==> config.mk <==
export PLATFORM = sky130hd
export DESIGN_NAME = rr_decode_scheduler
export DESIGN_NICKNAME = d
export VERILOG_FILES = /design/src/rtl/rr_sched_pkg.sv /design/src/rtl/rr_decode_scheduler_decoder.sv /design/src/rtl/rr_decode_scheduler.sv
export SDC_FILE = /design/constraint.sdc
export NUM_CORES = 1
export LEC_CHECK = 0
export BUFFER_PORTS_ARGS = -buffer_cell sky130_fd_sc_hd__buf_2
export CORE_MARGIN = 4
export CORE_UTILIZATION = 55
export DETAILED_ROUTE_END_ITERATION = 10
export GPL_TIMING_DRIVEN = 1
export PLACE_DENSITY = 0.75
export REMOVE_ABC_BUFFERS = 1
export SETUP_SLACK_MARGIN = 0.15
export SLEW_MARGIN = 20
export SYNTH_ARGS = -nofsm -noshare
export SYNTH_HDL_FRONTEND = slang
export SYNTH_SLANG_ARGS = --single-unit
==> constraint.sdc <==
create_clock -name clk -period 5.7 [get_ports clk]
set_clock_uncertainty 0.1 [all_clocks]
set_input_delay 0.57 -clock clk [delete_from_list [all_inputs] [get_ports clk]]
set_output_delay 0.57 -clock clk [all_outputs]
set_load 0.005 [all_outputs]
==> src/rtl/rr_sched_pkg.sv <==
// Shared types and constants for the round-robin decode scheduler.
package rr_sched_pkg;

  localparam int unsigned NREQ = 8;
  localparam int unsigned IDXW = 3;

  typedef enum logic {
    S_IDLE,
    S_BUSY
  } state_t;

  typedef enum logic [1:0] {
    REL_NONE,
    REL_DONE,
    REL_WITHDRAW,
    REL_TIMEOUT
  } rel_cause_t;

endpackage

==> src/rtl/rr_decode_scheduler_decoder.sv <==
// 3-to-8 one-hot decoder driving the downstream select/enable fabric.
module decoder_3to8
  import rr_sched_pkg::*;
(
  input  logic [IDXW-1:0] i_idx,
  output logic [NREQ-1:0] o_onehot
);

  always_comb begin
    o_onehot        = '0;
    o_onehot[i_idx] = 1'b1;
  end

endmodule

==> src/rtl/rr_decode_scheduler.sv <==
// Round-robin scheduler: one grant at a time among 8 requesters, held until
// done, withdrawal or hold timeout, then priority rotates past the winner.
module rr_decode_scheduler
  import rr_sched_pkg::*;
#(
  parameter int unsigned HOLD_MAX = 16,
  parameter int unsigned CNTW     = 5
) (
  input  logic            clk,
  input  logic            rst,
  input  logic [NREQ-1:0] req,
  input  logic            done,
  output logic            gnt_valid,
  output logic [IDXW-1:0] gnt_idx,
  output logic [NREQ-1:0] gnt_onehot,
  output logic            timeout
);

  localparam logic [CNTW-1:0] LP_LAST = CNTW'((HOLD_MAX == 0) ? 0 : HOLD_MAX - 1);

  state_t          r_state;
  logic [IDXW-1:0] r_ptr;
  logic [CNTW-1:0] r_cnt;
  logic            r_gnt_valid;
  logic [IDXW-1:0] r_gnt_idx;
  logic            r_timeout;

  state_t          w_state_nxt;
  logic [IDXW-1:0] w_ptr_nxt;
  logic [CNTW-1:0] w_cnt_nxt;
  logic            w_gnt_valid_nxt;
  logic [IDXW-1:0] w_gnt_idx_nxt;
  logic            w_timeout_nxt;
  rel_cause_t      w_cause;
  logic [NREQ-1:0] w_dec;

  // Rotate right by ptr so bit 0 is the highest-priority requester, take the
  // lowest set bit, then translate back to an absolute index.
  function automatic logic [IDXW-1:0] f_rr_pick(input logic [NREQ-1:0] req_v,
                                                input logic [IDXW-1:0] ptr_v);
    logic [2*NREQ-1:0] dbl;
    logic [NREQ-1:0]   rot;
    logic [IDXW-1:0]   off;
    logic              found;
    dbl   = {req_v, req_v} >> ptr_v;
    rot   = dbl[NREQ-1:0];
    off   = '0;
    found = 1'b0;
    for (int unsigned i = 0; i < NREQ; i++) begin
      if (rot[i] && !found) begin
        off   = IDXW'(i);
        found = 1'b1;
      end
    end
    return ptr_v + off;
  endfunction

  // Completion outranks withdrawal, which outranks timeout.
  always_comb begin
    w_cause = REL_NONE;
    if (r_state == S_BUSY) begin
      if (done)                                  w_cause = REL_DONE;
      else if (!req[r_gnt_idx])                  w_cause = REL_WITHDRAW;
      else if (HOLD_MAX != 0 && r_cnt == LP_LAST) w_cause = REL_TIMEOUT;
    end
  end

  always_comb begin
    w_state_nxt     = r_state;
    w_ptr_nxt       = r_ptr;
    w_cnt_nxt       = r_cnt;
    w_gnt_valid_nxt = r_gnt_valid;
    w_gnt_idx_nxt   = r_gnt_idx;
    w_timeout_nxt   = 1'b0;
    unique case (r_state)
      S_IDLE: begin
        if (req != '0) begin
          w_gnt_idx_nxt   = f_rr_pick(req, r_ptr);
          w_gnt_valid_nxt = 1'b1;
          w_cnt_nxt       = '0;
          w_state_nxt     = S_BUSY;
        end
      end
      S_BUSY: begin
        if (w_cause != REL_NONE) begin
          w_gnt_valid_nxt = 1'b0;
          w_gnt_idx_nxt   = '0;
          w_ptr_nxt       = r_gnt_idx + IDXW'(1);
          w_cnt_nxt       = '0;
          w_timeout_nxt   = (w_cause == REL_TIMEOUT);
          w_state_nxt     = S_IDLE;
        end else begin
          w_cnt_nxt = r_cnt + CNTW'(1);
        end
      end
      default: w_state_nxt = S_IDLE;
    endcase
  end

  always_ff @(posedge clk) begin
    if (rst) begin
      r_state     <= S_IDLE;
      r_ptr       <= '0;
      r_cnt       <= '0;
      r_gnt_valid <= 1'b0;
      r_gnt_idx   <= '0;
      r_timeout   <= 1'b0;
    end else begin
      r_state     <= w_state_nxt;
      r_ptr       <= w_ptr_nxt;
      r_cnt       <= w_cnt_nxt;
      r_gnt_valid <= w_gnt_valid_nxt;
      r_gnt_idx   <= w_gnt_idx_nxt;
      r_timeout   <= w_timeout_nxt;
    end
  end

  decoder_3to8 u_dec (
    .i_idx    (r_gnt_idx),
    .o_onehot (w_dec)
  );

  assign gnt_valid  = r_gnt_valid;
  assign gnt_idx    = r_gnt_idx;
  assign gnt_onehot = w_dec & {NREQ{r_gnt_valid}};
  assign timeout    = r_timeout;

endmodule

==> impl_metrics.yaml, run 1 <==
status:
  status: "finished, final reports clean"
critical_path:
  endpoint_kind: "flip-flop"
  required_ns: 5.82
  critical-path-top-delay-family: "simple AND/OR/NAND/NOR gates"
  start_kind: "flip-flop"
  reg2reg_depth: 11
  cp.buffers_inverters: 0
  r2r-start: "r_ptr[1]$_SDFFE_PP0P_"
  r2r_end: "gnt_idx[2]$_SDFFE_PP0P_"
  cp_slowest_cell: "dfxtp_1"
  critical_path_arrival_ns: 4.13
  crit_type: "flip-flop to flip-flop"
  worstPathCellList: "mux4_2 > mux2i_1 > and2_1 > nor4b_1 > a21oi_1 > ha_1 > fa_1 > xnor2_1 > or3b_2 > or4_1 > nand3_1"
  cpPeakStageDelay_ns: 0.81
  path_max_fanout: 15
  reg2reg_slack_ns: 1.69
synth:
  synth_area_leaders: "dfxtp_1, mux4_2, mux2i_1"
  syn-instance-count: 146
  async_flop_share_pct: 0
  yosysTopAreaCell: "dfxtp_1"
  synth_top_cell_area_share_pct: 21.8
  synth_seq_area_share_pct: 21.8
  yosysWarningCount: 0
  synth.ff_latch_count: 14
  synth_most_common_cell: "nand2_1"
  syn_area_per_cell_um2: 8.79
  synth_common_cells: "nand2_1, dfxtp_1, nor2_1, mux2i_1, a21oi_1"
  synth.distinct_cells: 46
  synth_area_um2: 1280
  ys.flop_type: "dfxtp_1"
  synth-edff-count: 0
floorplanning:
  fp.dieW_um: 56.3
  die_h_um: 56.3
  core_um2: 2210
  rows: 17
  start_util_pct: 58.0
  die_area_um2: 3170
  ios: 24
drt:
  postRouteAntennaNets: 0
  vias: 1251
  postRouteWirelength_um: 3000
  firstDrtPassIters: 4
  dr.first_iter.drc_count: 80
  via_per_inst: 6.55
  drc_errors: 0
  wl_per_cell_um: 15.7
final_layout:
  antenna_cells: 0
  design_area_um2: 1410
  final_nets: 181
  layout-drive-gt1-share_pct: 25.8
  area_delta_synth_final_pct: 9.65
clocking:
  cts.sinks: 14
  hold_buffers: 0
  clock_latency_ns: 0.28
  cts_tree: "done"
  root_buffer: "clkbuf_4"
  clk_pin_slew_worst_paths_ns: 0.08
  cts-resized-gates: 0
  post_cts.repair.setup_buffers: 0
  numCtsBuffers: 3
  cts_buffer_depth: 2
  h-tree-depth: 1
timing:
  report.final.slew_viol_count: 0
  relSlewSlack_pct: 50.4
  finalSetupTns_ns: 0
  worstMarginPinSlew_ns: 0.742
  fin_ws_ns: 1.69
  min_period_ns: 4.01
  hold_viol: 0
  fin_crit_sh_pct: 70.3
  fmaxAchievable_mhz: 249
  rsz0062_at_grt: "no"
  setup_violations: 0
placed_design:
  dp_hpwl_um: 2280
  placed_cell_area_um2: 1390
  port-buffer-count: 23
  gp_congestion: 0.813
  place_ws_ns: 1.73
global_routing:
  grt_pass1_vias: 1180
  grt_pass1_wl_um: 5250
  gr-total-overflow: 0
  grtUsageTotal_pct: 20.1
  antenna_found_initial: 0
  grt_max_degree: 18
flow_run:
  max_cap_violations: 0
worst_hold_path:
  min_from: "r_cnt[4]$_SDFFE_PP0P_"
  holdPathStages: 2
  hold_path_class: "flip-flop to flip-flop"
  hold_path_end: "r_cnt[4]$_SDFFE_PP0P_"
power_and_ir_drop:
  cellLeakagePower_nw: 0.542
  ir_worst_vdd_v: 0.000180
  powerDensity_nw_per_um2: 219
## flip-flops by register name, summed over array words and instances (netlist names)
name and flops:
gnt_idx 3, r_cnt 5, gnt_valid 1, r_ptr 3
r_state 1, timeout 1
## per-layer routing
metal	vias to the layer above	global-route usage (%)	wire, um
met5	-	0	0
met4	0	3.73	27
met3	4	5.29	262
met2	54	33.9	1410
met1	609	26.0	1310
li1	584	-	-
## how the worst max path moves through the flow
stage	start	depth (start not counted)	slack (ns)	to
after floorplan	r_ptr[1]$_SDFFE_PP0P_	11	2.00	gnt_idx[2]$_SDFFE_PP0P_
after global placement	r_ptr[1]$_SDFFE_PP0P_	11	1.86	gnt_idx[2]$_SDFFE_PP0P_
after detailed placement	r_ptr[1]$_SDFFE_PP0P_	11	1.73	gnt_idx[2]$_SDFFE_PP0P_
after CTS	r_ptr[1]$_SDFFE_PP0P_	11	1.72	gnt_idx[2]$_SDFFE_PP0P_
after global routing	r_ptr[1]$_SDFFE_PP0P_	11	1.42	gnt_idx[2]$_SDFFE_PP0P_
final	r_ptr[1]$_SDFFE_PP0P_	11	1.69	gnt_idx[2]$_SDFFE_PP0P_
## worst reg2reg max path: stages, from the launching register on
cell,delay (ns)
dfxtp_1,0.81
mux4_2,0.61
mux2i_1,0.25
and2_1,0.18
nor4b_1,0.22
a21oi_1,0.07
ha_1,0.20
fa_1,0.38
xnor2_1,0.19
or3b_2,0.45
or4_1,0.41
nand3_1,0.09
## placed cells by master, fill, tap and decap left out, drive strengths merged, types with 3 or more instances in the layout
master	instances
mux4	7
or3b	3
nor3	5
clkbuf	3
nand2	19
nor2	13
ha	4
nand2b	3
mux2	4
dfxtp	14
o31ai	4
a211oi	3
buf	23
mux2i	13
or4	3
nand3	4
a21oi	8
## logic make-up after synthesis
family / after synthesis / synth area share, %
flops: 14 / 21.8
fa+ha+maj: 5 / 5.46
compound gates: 27 / 15.0
simple gates: 63 / 25.7
buf+inv: 11 / 4.38
mux: 24 / 26.2
xor+xnor: 2 / 1.36
## cell type report
class	instances	area [um2]
Sequential cell	14	280
Timing Repair Buffer	23	115
Multi-Input combinational cell	121	947
Inverter	2	7.51
Fill cell	192	805
Clock buffer	3	22.5
Tap cell	28	35.0
## power by group
| part | switching (mW) | internal [mW] | total (mW) | leakage, nW |
|---|---|---|---|---|
| Clock | 0.0300 | 0.0245 | 0.0545 | 0.0138 |
| Sequential | 0.0236 | 0.105 | 0.129 | 0.114 |
| Combinational | 0.0619 | 0.0624 | 0.124 | 0.414 |
## per-stage QoR
| step | power (mW) | util (%) | hold slack [ns] | cells |
|---|---|---|---|---|
| final | 0.308 | 63.6 | 0.357 | 191 |
| after global routing | 0.331 | 63.6 | 0.400 | 191 |
| after global placement | 0.249 | 62.6 | 0.337 | 188 |
| after detailed placement | 0.253 | 62.6 | 0.342 | 188 |
| after CTS | 0.307 | 63.6 | 0.361 | 191 |
| after floorplan | 0.214 | - | 0.325 | 137 |
Power figures use the tool's default switching activity.
==> run 2, diff against run 1 <==
--- a/config.mk
+++ b/config.mk
@@ -5,12 +5,13 @@
 export SDC_FILE = /design/constraint.sdc
 export NUM_CORES = 1
 export LEC_CHECK = 0
+export ABC_AREA = 1
 export BUFFER_PORTS_ARGS = -buffer_cell sky130_fd_sc_hd__buf_2
 export CORE_MARGIN = 4
-export CORE_UTILIZATION = 55
+export CORE_UTILIZATION = 50
 export DETAILED_ROUTE_END_ITERATION = 10
 export GPL_TIMING_DRIVEN = 1
-export PLACE_DENSITY = 0.75
+export PLACE_DENSITY = 0.71
 export REMOVE_ABC_BUFFERS = 1
 export SETUP_SLACK_MARGIN = 0.15
 export SLEW_MARGIN = 20
==> constraint.sdc (replaced) <==
create_clock -name clk -period 3.3 [get_ports clk]
set_clock_uncertainty 0.1 [all_clocks]
set_input_delay 0.33 -clock clk [delete_from_list [all_inputs] [get_ports clk]]
set_output_delay 0.33 -clock clk [all_outputs]
set_load 0.005 [all_outputs]
==> impl_metrics.yaml, run 2 <==
critical_path:
  reg2reg_depth: 17
  critical_path_arrival_ns: 2.85
  crit_path_start: "r_ptr[2]$_SDFFE_PP0P_"
  worstPathCellList: "inv_2 > nand2_1 > nand2_1 > inv_1 > nor2_2 > inv_1 > nor2_1 > nand3_1 > o221ai_1 > ha_1 > fa_1 > xnor2_1 > inv_1 > nand3_1 > nand2_1 > nand2_1 > a21oi_2"
  start_kind: "flip-flop"
  crit_type: "flip-flop to flip-flop"
  endpoint_kind: "flip-flop"
  required_ns: 3.37
  crit_top_cell: "nand2_1"
  path_max_fanout: 13
  cpPeakStageDelay_ns: 0.66
  r2r-start: "r_ptr[2]$_SDFFE_PP0P_"
  cp_slowest_cell: "dfxtp_1"
  cp.buffers_inverters: 4
  critical-path-top-delay-family: "flip-flops"
  cp_num_cells: 17
placed_design:
  gp_congestion: 0.870
  placed_cell_area_um2: 1510
  place_ws_ns: 0.336
  dp_cells: 259
  port-buffer-count: 23
  dp_hpwl_um: 2740
timing:
  worstMarginPinSlew_ns: 0.532
  fin_ws_ns: 0.516
  finalSetupTns_ns: 0
  setup_violations: 0
  relSlewSlack_pct: 64.5
  fin_crit_sh_pct: 84.4
  hold_viol: 0
  report.final.slew_viol_count: 0
  rsz0062_at_grt: "no"
  min_period_ns: 2.78
  fmaxAchievable_mhz: 359
worst_hold_path:
  min_from: "rst"
  hold_path_class: "input port to flip-flop"
  holdPathStages: 2
synth:
  synth_top_cell_area_share_pct: 20.0
  async_flop_share_pct: 0
  synth.distinct_cells: 34
  synth_most_common_cell: "nand2_1"
  synth_area_um2: 1400
  ys.flop_type: "dfxtp_1"
  synth.ff_latch_count: 14
  synth_common_cells: "nand2_1, inv_1, nor2_1, nand3_1, nand3_2"
  yosysTopAreaCell: "dfxtp_1"
  synth_seq_area_share_pct: 20.0
  synth-edff-count: 0
  syn-instance-count: 211
  yosysWarningCount: 0
  synth_area_leaders: "dfxtp_1, nand2_1, nand3_2"
  syn_area_per_cell_um2: 6.63
clocking:
  h-tree-depth: 1
  cts.sinks: 14
  cts_tree: "done"
  cts_buffer_depth: 2
  clock_latency_ns: 0.27
  clk_pin_slew_worst_paths_ns: 0.08
  numCtsBuffers: 3
  root_buffer: "clkbuf_4"
flow_run:
  max_cap_violations: 0
status:
  status: "finished, final reports clean"
power_and_ir_drop:
  ir_worst_vdd_v: 0.000320
  cellLeakagePower_nw: 0.722
  powerDensity_nw_per_um2: 571
  p_total_mw: 0.886
final_layout:
  design_area_um2: 1550
  layout-drive-gt1-share_pct: 31.8
  fillers: 250
  final_common_cell: "nand2_1"
  final_nets: 250
  area_delta_synth_final_pct: 10.9
  antenna_cells: 0
  multi_input_area_um2: 963
  max_flop_register: "r_cnt"
  largest_reg_flops: 5
  regArea_um2: 283
  instances_no_fill: 263
  layout_common_cells: "nand2_1, inv_1, buf_2"
drt:
  firstDrtPassIters: 4
  drc_errors: 0
  postRouteWirelength_um: 3340
  via_per_inst: 5.34
  vias: 1404
  wl_per_cell_um: 12.7
  postRouteAntennaNets: 0
  dr.first_iter.drc_count: 78
global_routing:
  grt_max_degree: 14
  grt_pass1_wl_um: 5820
  grt_pass1_vias: 1376
  antenna_found_initial: 0
  gr-total-overflow: 0
  grtUsageTotal_pct: 20.2
floorplanning:
  core_um2: 2570
  start_util_pct: 54.5
  die_h_um: 60.9
  die_area_um2: 3710
  rows: 18
  ios: 24
  fp.dieW_um: 60.9
run 2: cell count changes in the layout (fill, tap and decap cells not counted), moves of 4 or more:
cell     previous run  this run
inv_1               1        23
mux2_2              4         0
mux2i_1            12         0
mux4_2              7         0
nand2_1            19        47
nand2_2             0        13
nand3_1             4        16
nand3_2             0        16
nor2_1             13        21
nor3_1              5         1
o21ai_1             0         9
run 2: cell type report:
cell class	instances	share of cell area, %
multi-input cells	163	62.1
flip-flops and latches	14	18.2
inverters	29	7.50
repair buffers	23	7.42
well taps	30	2.42
clock buffers	4	2.34
run 2: path summary, 6_finish.rpt:
check	slack [ns]	endpoint
hold reg to reg	0.37	r_cnt[3]$_SDFFE_PP0P_
hold / removal	0.24	r_cnt[4]$_SDFFE_PP0P_
setup / recovery	0.52	gnt_idx[2]$_SDFFE_PP0P_
setup reg to reg	0.52	gnt_idx[2]$_SDFFE_PP0P_
run 2: cells by family (layout without fill, tap and decap cells):
logic type,Yosys count,in the layout,share of synthesized area [%]
AO/OA/AOI/OAI,32,32,14.9
adder cells (fa/ha/maj),5,5,5.01
flip-flops,14,14,20.0
buffers and inverters,34,56,11.1
AND/OR/NAND/NOR,123,123,47.0
XOR/XNOR,3,3,1.88
run 2: power by group:
group,switching [mW],total (mW),internal (mW)
combinational,0.320,0.505,0.185
clock,0.0552,0.122,0.0670
sequential,0.0643,0.259,0.194
run 2: repair_timing:
action,in CTS,in global routing
buffers inserted,0,0
endpoints found under the setup margin,0,1
gates resized for setup,0,2
endpoints found under the hold margin,0,0
hold buffers,0,0
run 2: per-layer routing:
| metal | GRT usage (%) | part of all wire [%] | vias up |
|---|---|---|---|
| li1 | - | - | 736 |
| met1 | 25.1 | 46 | 641 |
| met2 | 37.6 | 50 | 25 |
| met3 | 1.91 | 3.7 | 2 |
| met4 | 4.02 | 0.27 | 0 |
| met5 | 0 | 0 | - |
run 2: through the flow:
stage / hold slack [ns] / util [%]
2_1_floorplan: 0.292 / -
3_3_place_gp: 0.356 / 58.9
3_5_place_dp: 0.366 / 58.9
4_1_cts: 0.232 / 60.3
5_1_grt: 0.226 / 60.4
6_report: 0.238 / 60.4
==> run 3, diff against run 2 <==
--- a/config.mk
+++ b/config.mk
@@ -8,10 +8,10 @@
 export ABC_AREA = 1
 export BUFFER_PORTS_ARGS = -buffer_cell sky130_fd_sc_hd__buf_2
 export CORE_MARGIN = 4
-export CORE_UTILIZATION = 50
+export CORE_UTILIZATION = 55
 export DETAILED_ROUTE_END_ITERATION = 10
 export GPL_TIMING_DRIVEN = 1
-export PLACE_DENSITY = 0.71
+export PLACE_DENSITY = 0.74
 export REMOVE_ABC_BUFFERS = 1
 export SETUP_SLACK_MARGIN = 0.15
 export SLEW_MARGIN = 20
==> constraint.sdc (replaced) <==
create_clock -name clk -period 2.8 [get_ports clk]
set_clock_uncertainty 0.1 [all_clocks]
set_input_delay 0.28 -clock clk [delete_from_list [all_inputs] [get_ports clk]]
set_output_delay 0.28 -clock clk [all_outputs]
set_load 0.005 [all_outputs]
==> impl_metrics.yaml, run 3 (same netlist as run 2, synthesis figures left out) <==
final_layout:
  layout_common_cells: "nand2_1, nand3_2, buf_2"
  largest_reg_flops: 5
  antenna_cells: 0
  area_delta_synth_final_pct: 28.4
  layout-drive-gt1-share_pct: 44.9
  max_flop_register: "r_cnt"
  final_common_cell: "nand2_1"
  final_nets: 262
  instances_no_fill: 275
floorplanning:
  ios: 24
  die_h_um: 58.4
  rows: 18
  core_um2: 2450
  fp.dieW_um: 58.4
  die_area_um2: 3410
  start_util_pct: 57.0
status:
  status: "finished, final reports clean"
worst_hold_path:
  holdPathStages: 2
  hold_path_class: "input port to flip-flop"
global_routing:
  gr-total-overflow: 0
  grtUsageMet2_pct: 33.7
  busiest_layer: "met2"
  grtUsageTotal_pct: 21.5
  met1_usage_pct: 28.6
  grt_pass1_wl_um: 5820
  antenna_found_initial: 0
  use_met3_pct: 4.39
  grt_pass1_vias: 1363
  grt_max_degree: 12
clocking:
  cts_buffer_depth: 2
  cts_tree: "done"
  root_buffer: "clkbuf_4"
  clk_pin_slew_worst_paths_ns: 0.09
  h-tree-depth: 1
  numCtsBuffers: 3
  clock_latency_ns: 0.29
  cts.sinks: 14
timing:
  report.final.slew_viol_count: 0
  finalSetupTns_ns: 0
  rsz0062_at_grt: "yes"
  worstMarginPinSlew_ns: 0.393
  hold_viol: 0
  fin_crit_sh_pct: 94.2
  relSlewSlack_pct: 73.6
  fmaxAchievable_mhz: 379
  setup_violations: 0
  min_period_ns: 2.64
  whs_ns: 0.169
drt:
  dr.first_iter.drc_count: 87
  postRouteWirelength_um: 3720
  vias: 1522
  via_per_inst: 5.53
  firstDrtPassIters: 5
  wl_per_cell_um: 13.5
  drc_errors: 0
  postRouteAntennaNets: 0
power_and_ir_drop:
  powerDensity_nw_per_um2: 678
  pwr-share-seq_pct: 24.3
  switching_share_pct: 49.2
  combPwrFrac_pct: 63.4
  ir_worst_vdd_v: 0.000605
  p_int_mw: 0.618
  cellLeakagePower_nw: 0.845
  power_switching_mw: 0.599
  clkPwrFrac_pct: 12.3
placed_design:
  dp_hpwl_um: 2650
  dp_cells: 261
  gp_congestion: 0.935
  port-buffer-count: 23
critical_path:
  start_kind: "flip-flop"
  endpoint_kind: "flip-flop"
  required_ns: 2.94
  critical_path_arrival_ns: 2.77
  reg2reg_depth: 20
  crit_type: "flip-flop to flip-flop"
  path_max_fanout: 6
flow_run:
  max_cap_violations: 0
[run 3: metrics by stage]
step / setup WS [ns] / power [mW] / utilization (%) / area, um2
2_1_floorplan: 0.153 / 0.748 / - / 1360
3_3_place_gp: 0.00310 / 0.882 / 62.2 / 1530
3_5_place_dp: -0.109 / 0.899 / 62.2 / 1530
4_1_cts: 0.155 / 1.09 / 65.6 / 1610
5_1_grt: -0.0145 / 1.32 / 73.1 / 1800
6_report: 0.163 / 1.22 / 73.1 / 1800
[run 3: final cells by class]
cell class	count	area [um2]
multi-input combinational	163	1100
fill	200	659
sequential	14	289
timing repair buffer	35	216
inverter	29	119
tap	30	37.5
clock buffer	4	36.3
[run 3: per-layer routing]
metal,wire length [um],up-vias,part of all wire (%)
met5,0,-,0
met4,64,0,1.7
met3,176,11,4.7
met2,1810,53,49
met1,1670,697,45
li1,-,761,-
[run 3: power groups by stage]
stage / clock network (mW) / logic, mW / registers (mW)
final: 0.150 / 0.772 / 0.295
after global routing: 0.163 / 0.852 / 0.302
after global placement: 0 / 0.590 / 0.292
after CTS: 0.153 / 0.644 / 0.290
after detailed placement: 0 / 0.605 / 0.294
after floorplan: 0 / 0.457 / 0.291
[run 3: path summary, 6_finish.rpt]
| path | slack, ns | to | from |
|---|---|---|---|
| setup / recovery | 0.16 | gnt_idx[2]$_SDFFE_PP0P_ | r_ptr[0]$_SDFFE_PP0P_ |
| hold / removal | 0.17 | gnt_idx[2]$_SDFFE_PP0P_ | rst |
| setup reg to reg | 0.16 | gnt_idx[2]$_SDFFE_PP0P_ | r_ptr[0]$_SDFFE_PP0P_ |
| hold reg to reg | 0.38 | r_cnt[3]$_SDFFE_PP0P_ | r_cnt[3]$_SDFFE_PP0P_ |
[run 3: critical path, cell delays in order (launching register included)]
cell	delay, ns
dfxtp_4	0.42
buf_8	0.15
nand2_4	0.05
nand3_2	0.08
nand3_2	0.09
nand2_2	0.12
nor2_4	0.05
nand2_4	0.08
nor2_4	0.04
inv_2	0.06
nor2_2	0.04
nand3_1	0.08
o221ai_2	0.10
ha_2	0.19
fa_2	0.40
xnor2_2	0.15
inv_1	0.05
nand3_1	0.07
nand2_1	0.08
nand2_1	0.07
a21oi_2	0.12
[run 3: timing repair]
| action | CTS | global route |
|---|---|---|
| resized for setup | 11 | 32 |
| pin swaps | 3 | 21 |
| hold buffers | 0 | 0 |
| buffers inserted | 3 | 7 |
| setup endpoints to repair | 2 | 2 |
